===== config.mk =====
export PLATFORM = sky130hd
export DESIGN_NAME = fir_mac_ctrl
export DESIGN_NICKNAME = d
export VERILOG_FILES = /design/src/rtl/fir_mac_ctrl.sv
export SDC_FILE = /design/constraint.sdc
export NUM_CORES = 1
export LEC_CHECK = 0
export CAP_MARGIN = 40
export CELL_PAD_IN_SITES_DETAIL_PLACEMENT = 0
export CELL_PAD_IN_SITES_GLOBAL_PLACEMENT = 1
export CORE_ASPECT_RATIO = 0.75
export CORE_MARGIN = 4
export CORE_UTILIZATION = 46
export DETAILED_ROUTE_END_ITERATION = 8
export GPL_TIMING_DRIVEN = 1
export PLACE_DENSITY = 0.91
export SLEW_MARGIN = 10
export SYNTH_ARGS = -nofsm -noshare
export SYNTH_HDL_FRONTEND = slang
export SYNTH_SLANG_ARGS = --single-unit

===== constraint.sdc =====
create_clock -name clk_b -period 6.86 [get_ports clk_b]
set_input_delay 0.686 -clock clk_b [delete_from_list [all_inputs] [get_ports clk_b]]
set_output_delay 0.686 -clock clk_b [all_outputs]
set_load 0.01 [all_outputs]

===== src/rtl/fir_mac_ctrl.sv =====
// FIR tap sequencer and multiplier feeding an external accumulator (acc_module).
// Define FIR_MAC_OVERRUN_EN to get a sticky overrun flag for samples dropped while busy.
module fir_mac_ctrl #(
  parameter int unsigned TAPS   = 16,
  parameter int unsigned DATA_W = 8,
  parameter int unsigned COEF_W = 12,
  parameter int unsigned ADDR_W = $clog2(TAPS)
) (
  input  logic              clk_b,
  input  logic              rst,
  input  logic              probka_valid,
  input  logic [DATA_W-1:0] probka_in,
  output logic              probka_we,
  output logic [DATA_W-1:0] probka_wdata,
  output logic [ADDR_W-1:0] probka_addr,
  input  logic [DATA_W-1:0] probka_rdata,
  output logic [ADDR_W-1:0] coef_addr,
  input  logic [COEF_W-1:0] coef_rdata,
  output logic [20:0]       suma_wynik,
  output logic              FSM_reset_Acc,
  output logic              FSM_Acc_en,
  output logic              FSM_Acc_zapis,
  output logic              busy,
  output logic              done,
  output logic              overrun
);

  typedef enum logic [2:0] {
    StIdle,
    StClr,
    StMac,
    StDrain,
    StSave,
    StDone
  } state_e;

  localparam logic [ADDR_W-1:0] LastTap = ADDR_W'(TAPS - 1);
  localparam logic [ADDR_W-1:0] TapsLo  = ADDR_W'(TAPS);
  localparam logic [ADDR_W-1:0] AddrOne = ADDR_W'(1);

  state_e              state_q, state_d;
  logic [ADDR_W-1:0]   wr_ptr_q, wr_ptr_d;
  logic [ADDR_W-1:0]   k_q, k_d;
  logic [DATA_W-1:0]   sample_q, sample_d;
  logic                rd_vld_q, rd_vld_d;
  logic                acc_vld_q, acc_vld_d;
  logic [20:0]         suma_q, suma_d;

  logic [ADDR_W-1:0]   rd_addr;
  logic [20:0]         samp_ext, coef_ext, prod;

  // (wr_ptr - k) mod TAPS; the true result is < TAPS, so modulo-2^ADDR_W arithmetic is exact.
  always_comb begin
    if (wr_ptr_q >= k_q) begin
      rd_addr = wr_ptr_q - k_q;
    end else begin
      rd_addr = wr_ptr_q + TapsLo - k_q;
    end
  end

  // The true product fits in 21 bits, so the low 21 bits of the extended product are exact.
  always_comb begin
    samp_ext = {{(21 - DATA_W){probka_rdata[DATA_W-1]}}, probka_rdata};
    coef_ext = {{(21 - COEF_W){coef_rdata[COEF_W-1]}}, coef_rdata};
    prod     = samp_ext * coef_ext;
  end

  always_comb begin
    state_d       = state_q;
    wr_ptr_d      = wr_ptr_q;
    k_d           = k_q;
    sample_d      = sample_q;
    probka_we     = 1'b0;
    probka_wdata  = '0;
    probka_addr   = '0;
    coef_addr     = '0;
    FSM_reset_Acc = 1'b0;
    FSM_Acc_zapis = 1'b0;
    done          = 1'b0;

    unique case (state_q)
      StIdle: begin
        if (probka_valid) begin
          sample_d = probka_in;
          state_d  = StClr;
        end
      end
      StClr: begin
        FSM_reset_Acc = 1'b1;
        probka_we     = 1'b1;
        probka_addr   = wr_ptr_q;
        probka_wdata  = sample_q;
        k_d           = '0;
        state_d       = StMac;
      end
      StMac: begin
        probka_addr = rd_addr;
        coef_addr   = k_q;
        if (k_q == LastTap) begin
          k_d     = '0;
          state_d = StDrain;
        end else begin
          k_d = k_q + AddrOne;
        end
      end
      StDrain: begin
        if (k_q == AddrOne) begin
          k_d     = '0;
          state_d = StSave;
        end else begin
          k_d = k_q + AddrOne;
        end
      end
      StSave: begin
        FSM_Acc_zapis = 1'b1;
        wr_ptr_d      = (wr_ptr_q == LastTap) ? '0 : wr_ptr_q + AddrOne;
        state_d       = StDone;
      end
      StDone: begin
        done    = 1'b1;
        state_d = StIdle;
      end
      default: state_d = StIdle;
    endcase
  end

  // Read data lands one cycle after a MAC address; the product lands one cycle after that.
  always_comb begin
    rd_vld_d  = (state_q == StMac);
    acc_vld_d = rd_vld_q;
    suma_d    = rd_vld_q ? prod : suma_q;
  end

  always_ff @(posedge clk_b) begin
    if (rst) begin
      state_q   <= StIdle;
      wr_ptr_q  <= '0;
      k_q       <= '0;
      sample_q  <= '0;
      rd_vld_q  <= 1'b0;
      acc_vld_q <= 1'b0;
      suma_q    <= '0;
    end else begin
      state_q   <= state_d;
      wr_ptr_q  <= wr_ptr_d;
      k_q       <= k_d;
      sample_q  <= sample_d;
      rd_vld_q  <= rd_vld_d;
      acc_vld_q <= acc_vld_d;
      suma_q    <= suma_d;
    end
  end

  assign suma_wynik = suma_q;
  assign FSM_Acc_en = acc_vld_q;
  assign busy       = (state_q != StIdle);

`ifdef FIR_MAC_OVERRUN_EN
  logic overrun_q, overrun_d;

  always_comb begin
    overrun_d = overrun_q | (probka_valid & (state_q != StIdle));
  end

  always_ff @(posedge clk_b) begin
    if (rst) begin
      overrun_q <= 1'b0;
    end else begin
      overrun_q <= overrun_d;
    end
  end

  assign overrun = overrun_q;
`else
  assign overrun = 1'b0;
`endif

endmodule


; ---- Word-level counts from Yosys, hierarchy flattened
; Cells that the tools add are included.
[totals]
ff_bits = 42
in_bits = 31
output_inout_bits = 44
word_cells = 41
[op_classes]
add_sub_neg = 3
mul = 1
n_eq_ne = 11
n_mux = 14
n_reduce_logical = 5
[op_table]
columns = cell, n
row1 = 8-bit by 12-bit multiplier with 20-bit output, 1
row2 = 4-bit two-way mux, 4
row3 = 3-bit one-hot mux with 5 select lines, 1
row4 = 4-bit one-hot mux with 3 select lines, 1
row5 = 3-bit two-way mux, 3
row6 = "4-bit by 1-bit adder with 4-bit output, second input constant", 2
row7 = "4-bit == test, second input constant", 2
row8 = 8-bit two-way mux, 1
row9 = 4-bit one-hot mux with 2 select lines, 1
row10 = "3-bit by 2-bit == test with 1-bit output, second input constant", 2
row11 = "3-bit == test, second input constant", 2
row12 = 3-bit nonzero test, 2
row13 = "4-bit by 1-bit == test with 1-bit output, second input constant", 1
row14 = "2-bit inequality test, second input constant", 2
row15 = 4-bit subtractor, 1
row16 = "3-bit by 1-bit == test with 1-bit output, second input constant", 1
row17 = 3-bit zero test, 1
row18 = 1-bit two-way mux, 3
row19 = 3-bit AND reduction, 1
row20 = "2-bit by 1-bit inequality test with 1-bit output, second input constant", 1
row21 = 2-bit AND reduction, 1

; ---- Depth between registers and ports, before layout
; Gate-level depths: netlist of run 1.
[logic_depth]
depth_word = 3
ltp_mapped = 18
mapped_depth_nobuf = 17

; ---- Worst setup path before layout of run 1
; Ideal clock, no wire load.
[synth_timing]
kind = input -> register
start = input probka_rdata[2]
end = register suma_q[19], in the netlist suma_wynik[19]
setup_ps = 79
t_arrival_ps = 4792
t_required_ps = 6781
slack_ps = 1988
cell_stages = 16
path_buffers = 1
cell_sequence = clkbuf_1 nand2_1 fa_1 fa_1 inv_1 fa_1 inv_1 fa_1 inv_1 ha_1 a21oi_4 o211a_1 a21oi_2 a2111oi_4 xnor2_1 a211oi_2
[synth_via]
elab_chain_len = 1
[synth_lines]
columns = element, line
row1 = from (decl), 16  ; input logic [DATA_W-1:0] probka_rdata,
row2 = 8-bit by 12-bit multiplier with 20-bit output, 65  ; prod = samp_ext * coef_ext;
row3 = to (signal assigned), 150  ; suma_q <= suma_d;
row4 = to (decl), 47  ; logic [20:0] suma_q, suma_d;
; Every way passes these cells.
; A chain may end at the register's enable or synchronous reset.

; ---- Worst setup path after layout of run 1
[layout_timing]
start = input probka_rdata[7]
end = register suma_q[17], in the netlist suma_wynik[17]
; Same word-level chain as after synthesis.

==> summary.txt, run 1 <==
Run status
  • Status: completed

STA
  • Fmax: 183 MHz
  • Setup violators final: 0
  • Period Utilization, post-route: 79.8%
  • Setup TNS: 0 ns
  • Slew Limit Fails: 0
  • Headroom to the max-slew limit: 51.1%
  • Worst Skew: 0.00422 ns
  • Fin crit period: 5.48 ns
  • Final Hold Viols: 0
  • RSZ-0062 raised after global routing: false
  • Worst slew pin tran: 0.723 ns

Power
  • Maximum VDD drop: 0.300 mV
  • Pwr Density: 341 nW/um^2
  • P_leak: 2.94 nW

Synth
  • Post-synthesis sequential area ratio: 14.9%
  • Syn Area/Cell: 8.42 sq um
  • Synth cell types: 54
  • Post-Synthesis Cells: 653
  • Post-synth ARST share: 0%
  • Synthesized cell area: 5500 sq um
  • Predominant post-synthesis flop cell: dfxtp_1
  • Post-synth EDFFs: 0
  • Register bit total from synthesis: 41
  • Synthesis warning total: 0
  • Syn_nets: 807

Worst setup path
  • Setup CP Type: in -> reg
  • Reg2Reg Depth: 6
  • Worst-path maximum fanout: 9
  • WP data required: 7.03 ns
  • Worst path arrival time: 5.65 ns
  • Critical Path Sink Type: flop
  • R2R setup slack: 4.98 ns
  • Setup crit start kind: input port

Die
  • Die X: 134 um
  • Cell row count: 34
  • Die height: 103 um
  • IO Pins: 75
  • Die area: 13800 sq um
  • Initial Util: 47.2%
  • Placeable Area: 11700 sq um

Clock tree
  • CTS clk-pin slew, worst paths: 0.06 ns
  • Cts repair resizes: 0
  • Root buffer cell: clkbuf_16
  • TritonCTS Buffers: 5
  • CTS Hold Bufs: 0
  • CTS tree: yes
  • CTS Buffer Depth: 2
  • Clock sink total: 41
  • Clock latency on the worst-skew pair: 0.28 ns
  • CTS H-tree lvls: 2
  • Post-CTS setup buffer count: 0

Global routing
  • GR Util All Layers: 18.4%
  • First-pass GRT wire length: 21000 um
  • Pin count of the biggest net entering global routing: 41
  • Global route overflow: 0
  • Initial antenna violation count: 0
  • Vias in the first global route: 4574

Cells and area
  • Commonest non-fill, non-tap cell in the layout: inv_1
  • Final Util: 55.9%
  • Share of cells above drive strength 1: 3.23%
  • Diode count: 0
  • Commonest non-fill, non-tap cells in the layout: inv_1, fa_1, clkdlybuf4s50_1
  • Fill cell count: 1100
  • FF+latch area: 821 sq um
  • Multi-input gate area: 4100 sq um
  • Final nets: 866
  • Area delta synth->final: 18.5%

Hold path
  • Worst min-delay path class: reg -> reg
  • Hold-critical path depth: 2

Routing
  • DR vias: 4448
  • DR WL/cell: 13.7 um
  • Initial DRC Count: 240
  • Via-to-Cell Ratio: 5.08
  • Detailed-route wire length: 12000 um
  • Detailed Routing Iterations Pass 1: 5
  • DRC violations left: 0
  • Routed Antenna Nets: 0

Placed design
  • GP Congestion: 0.877
  • IO Port Bufs: 73
  • Final HPWL DP: 10100 um

Run
  • Max-Cap Viols: 0
[logic make-up after synthesis]
group / count (synthesis) / synth area share [%]
DFF: 41 / 14.9
AOI/OAI and AO/OA: 89 / 11.1
other: 1 / 0.0682
adders and majority gates: 123 / 38.9
and+or+nand+nor: 224 / 20.5
xor gates and xnor gates: 18 / 2.87
buffers and inverters: 151 / 10.6
muxes: 6 / 1.11
[power breakdown]
group / switching, mW / internal [mW] / total, mW
Combinational: 0.926 / 0.707 / 1.63
Clock: 0.0919 / 0.154 / 0.246
Sequential: 0.0523 / 0.294 / 0.346
Total: 1.07 / 1.16 / 2.22
[critical path, cell delays in order]
cell	delay (ns)
clkdlybuf4s50_1	0.62
clkinv_1	0.32
nor2_1	0.25
fa_1	0.44
fa_1	0.52
fa_1	0.55
inv_1	0.05
fa_1	0.52
inv_1	0.04
ha_1	0.38
a21o_4	0.26
a2111oi_2	0.54
o31ai_2	0.19
a211o_1	0.28
[layout make-up]
| cell class | instances | area share [%] |
|---|---|---|
| Clock buffer | 7 | 2.34 |
| Clock inverter | 1 | 0.0768 |
| Inverter | 127 | 7.32 |
| Multi-Input combinational cell | 461 | 62.9 |
| Sequential cell | 41 | 12.6 |
| Tap cell | 162 | 3.11 |
| Timing Repair Buffer | 76 | 11.7 |
[cell usage after synthesis (9+ instances only)]
cell / n / area (sq um)
a21oi_1: 33 / 165
and2_1: 62 / 388
clkbuf_1: 19 / 71.3
dfxtp_1: 41 / 821
fa_1: 80 / 1600
ha_1: 43 / 538
inv_1: 126 / 473
nand2_1: 71 / 267
nand3_1: 10 / 50.1
nor2_1: 38 / 143
nor3_1: 9 / 45.0
o21ai_0: 17 / 85.1
xnor2_1: 10 / 87.6
[metal layers]
layer  GRT usage [%]  up-vias  part of all wire, %
li1                -     2159                    -
met1            25.7     2196                   47
met2            31.5       85                   48
met3            2.54        8                  3.9
met4            2.97        0                  1.0
met5               0        -                    0
[through the flow]
step	setup slack [ns]	area, sq um	power, mW	cells	hold WS [ns]
after detailed placement	1.14	6360	1.98	867	0.446
final	1.38	6520	2.22	875	0.452
after global routing	1.02	6520	2.50	875	0.472
after floorplan	1.99	5500	1.58	653	0.432
after CTS	1.42	6520	2.24	875	0.454
after global placement	1.21	6340	1.93	866	0.439
[sequential cells by signal (all words and copies together), names as in the netlist]
name	count
suma_wynik	20
state_q	3
sample_q	8
wr_ptr_q	4
k_q	4
acc_vld_d	1
FSM_Acc_en	1
[path summary, 6_finish.rpt]
check	end	startpoint
min reg2reg	sample_q[2]	sample_q[2]
max reg2reg	k_q[3]	k_q[0]
max	suma_wynik[17]	probka_rdata[7]
min	sample_q[2]	sample_q[2]
(Power assumes the default switching activity.)
==> run 2: changes to the inputs <==
Settings changed: CORE_UTILIZATION 46 to 43, PLACE_DENSITY 0.91 to 0.86.
Clock period 6.86 ns to 5.5 ns, I/O delays scaled along.
==> run 2 against run 1 <==
Net effect: worst hold slack about the same; power increased by 27%; sequential cell count unchanged; clock skew increased by 0.00080 ns; combinational power increased by 25%; via count increased by 0.18%; first-iteration DRC count decreased by 9.2%; cell count increased by 1.3%; die area increased by 6.5%; worst setup slack got worse by 1.1 ns; critical path depth increased by 1; largest power group unchanged.
==> summary.txt, run 2 (synthesized netlist as in run 1, its figures left out) <==
Power
  • Logic gate share of total power: 72.2% (-1.2 points)
  • Sequential Power Share: 15.6% (about the same)
  • Switching Fraction: 47.0% (-1.1 points)
  • Total Power: 2.83 mW (+27%)
  • P_leak: 2.98 nW (+1.2%)
  • Sw Pwr: 1.33 mW (+24%)
  • Clock Power Share: 12.2% (+1.1 points)
  • Pint: 1.50 mW (+30%)
  • Maximum VDD drop: 0.398 mV (+33%)
  • Pwr Density: 429 nW/um^2 (+26%)

STA
  • Final Hold Viols: 0 (unchanged)
  • Worst slew pin tran: 0.860 ns (+0.137 ns)
  • RSZ-0062 raised after global routing: false
  • Worst Skew: 0.00502 ns (+0.000799 ns)
  • Headroom to the max-slew limit: 42.6% (-8.4 points)
  • Setup violators final: 0 (unchanged)
  • Fin worst setup slack: 0.326 ns (-1.06 ns)
  • Setup TNS: 0 ns (unchanged)
  • Fmax: 193 MHz
  • Period Utilization, post-route: 94.1%
  • Fin crit period: 5.17 ns
  • Slew Limit Fails: 0 (unchanged)

Worst setup path
  • WP data required: 5.70 ns (-1.33 ns)
  • Crit path from: probka_rdata[3]
  • Crit path max-delay cell type: clkdlybuf4s50_1
  • CP Cell Sequence: clkdlybuf4s50_1 > nand2_1 > fa_1 > inv_1 > fa_1 > fa_1 > inv_1 > fa_1 > inv_1 > ha_1 > o21ai_0 > a21oi_2 > a2111oi_4 > xnor2_1 > a211oi_2
  • Worst-path maximum fanout: 12 (+3)
  • Worst path arrival time: 5.38 ns (-0.27 ns)
  • Critical Path Sink Type: flop
  • Most frequent CP cell: fa_1
  • Worst r2r src: acc_vld_d
  • Setup CP Type: in -> reg
  • Crit-path max cell delay: 0.77 ns (+0.15 ns)
  • Setup crit start kind: input port

Placed design
  • Final HPWL DP: 10100 um (-0.52%)
  • GP Congestion: 0.908 (+3.5%)
  • IO Port Bufs: 73 (unchanged)
  • Dpl ws: 0.0347 ns (-1.11 ns)

Global routing
  • Global route overflow: 0 (unchanged)
  • First-pass GRT wire length: 21400 um (+1.9%)
  • Pin count of the biggest net entering global routing: 41 (unchanged)
  • GR Util All Layers: 17.1% (-1.3 points)
  • Initial antenna violation count: 0 (unchanged)
  • Vias in the first global route: 4680 (+2.3%)

Run
  • Max-Cap Viols: 0 (unchanged)

Routing
  • Detailed-route wire length: 11800 um (-1.6%)
  • Routed Antenna Nets: 0 (unchanged)
  • DR vias: 4456 (+0.18%)
  • DRC violations left: 0 (unchanged)
  • Via-to-Cell Ratio: 5.03 (-1.1%)
  • Initial DRC Count: 218 (-9.2%)
  • DR WL/cell: 13.3 um (-2.8%)
  • Detailed Routing Iterations Pass 1: 4 (-1)

Cells and area
  • Max reg flops: 20 (unchanged)
  • Final Util: 53.1% (-2.8 points)
  • Area delta synth->final: 19.7%
  • Diode count: 0 (unchanged)
  • Commonest non-fill, non-tap cell in the layout: inv_1
  • Share of cells above drive strength 1: 4.17% (+0.94 points)
  • Commonest non-fill, non-tap cells in the layout: inv_1, fa_1, clkdlybuf4s50_1
  • Final nets: 873 (+0.81%)

Clock tree
  • CTS tree: yes
  • Root buffer cell: clkbuf_16
  • Clock sink total: 41 (unchanged)
  • CTS H-tree lvls: 2 (unchanged)
  • CTS Hold Bufs: 0 (unchanged)
  • TritonCTS Buffers: 5 (unchanged)
  • Post-CTS setup buffer count: 0 (unchanged)
  • Clock latency on the worst-skew pair: 0.28 ns (about the same)
  • Cts repair resizes: 0 (unchanged)
  • CTS clk-pin slew, worst paths: 0.06 ns (about the same)
  • CTS Buffer Depth: 2 (unchanged)

Die
  • Cell row count: 35 (+2.9%)
  • Die area: 14700 sq um (+6.5%)
  • Die height: 106 um (+3.2%)
  • IO Pins: 75 (unchanged)
  • Die X: 139 um (+3.2%)
  • Initial Util: 44.4% (-2.8 points)
  • Placeable Area: 12400 sq um (+6.3%)

Hold path
  • Worst min-delay path class: reg -> reg
  • Hold Path Origin: sample_q[0]

Run status
  • Status: completed
==> run 2: worst paths after layout <==
| path | endpoint | slack (ns) | depth (start not counted) |
|---|---|---|---|
| hold reg to reg | sample_q[0] | 0.45 | 2 |
| hold / removal | sample_q[0] | 0.45 | 2 |
| setup reg to reg | suma_wynik[16] | 3.50 | 3 |
| setup / recovery | suma_wynik[19] | 0.33 | 15 |
==> run 2: power groups by stage <==
stage / logic (mW) / registers [mW] / clock network (mW)
after floorplan: 1.54 / 0.425 / 0
after global placement: 2.01 / 0.445 / 0
after detailed placement: 2.04 / 0.446 / 0
after CTS: 2.06 / 0.441 / 0.353
after global routing: 2.35 / 0.455 / 0.367
final: 2.04 / 0.441 / 0.344
==> run 2: per-layer routing <==
layer / up-vias / global-route usage (%) / wire length (um)
met1: 2208 / 23.9 / 5710
met5: - / 0 / 0
met3: 4 / 3.46 / 524
li1: 2169 / - / -
met4: 0 / 1.27 / 31
met2: 75 / 28.8 / 5510
==> run 2: critical path: cells and delay by family <==
family          cells  cell delay (ns)
compound gates      4             0.93
xor+xnor            1             0.13
fa+ha+maj           5             2.57
buf+inv             4             1.00
simple gates        1             0.20
==> run 2: area by class of cell <==
type	count	area, sq um
fill	1171	5810
multi-input combinational	461	4100
sequential	41	821
timing repair buffer	83	806
inverter	127	477
tap	166	208
clock buffer	6	139
clock inverter	2	37.5
==> run 2: per-stage QoR <==
stage          instance area [sq um]  hold WS, ns  instances
4_1_cts                         6590        0.454        886
3_3_place_gp                    6410        0.439        878
2_1_floorplan                   5500        0.432        653
5_1_grt                         6590        0.481        886
6_report                        6590        0.452        886
3_5_place_dp                    6410        0.445        878
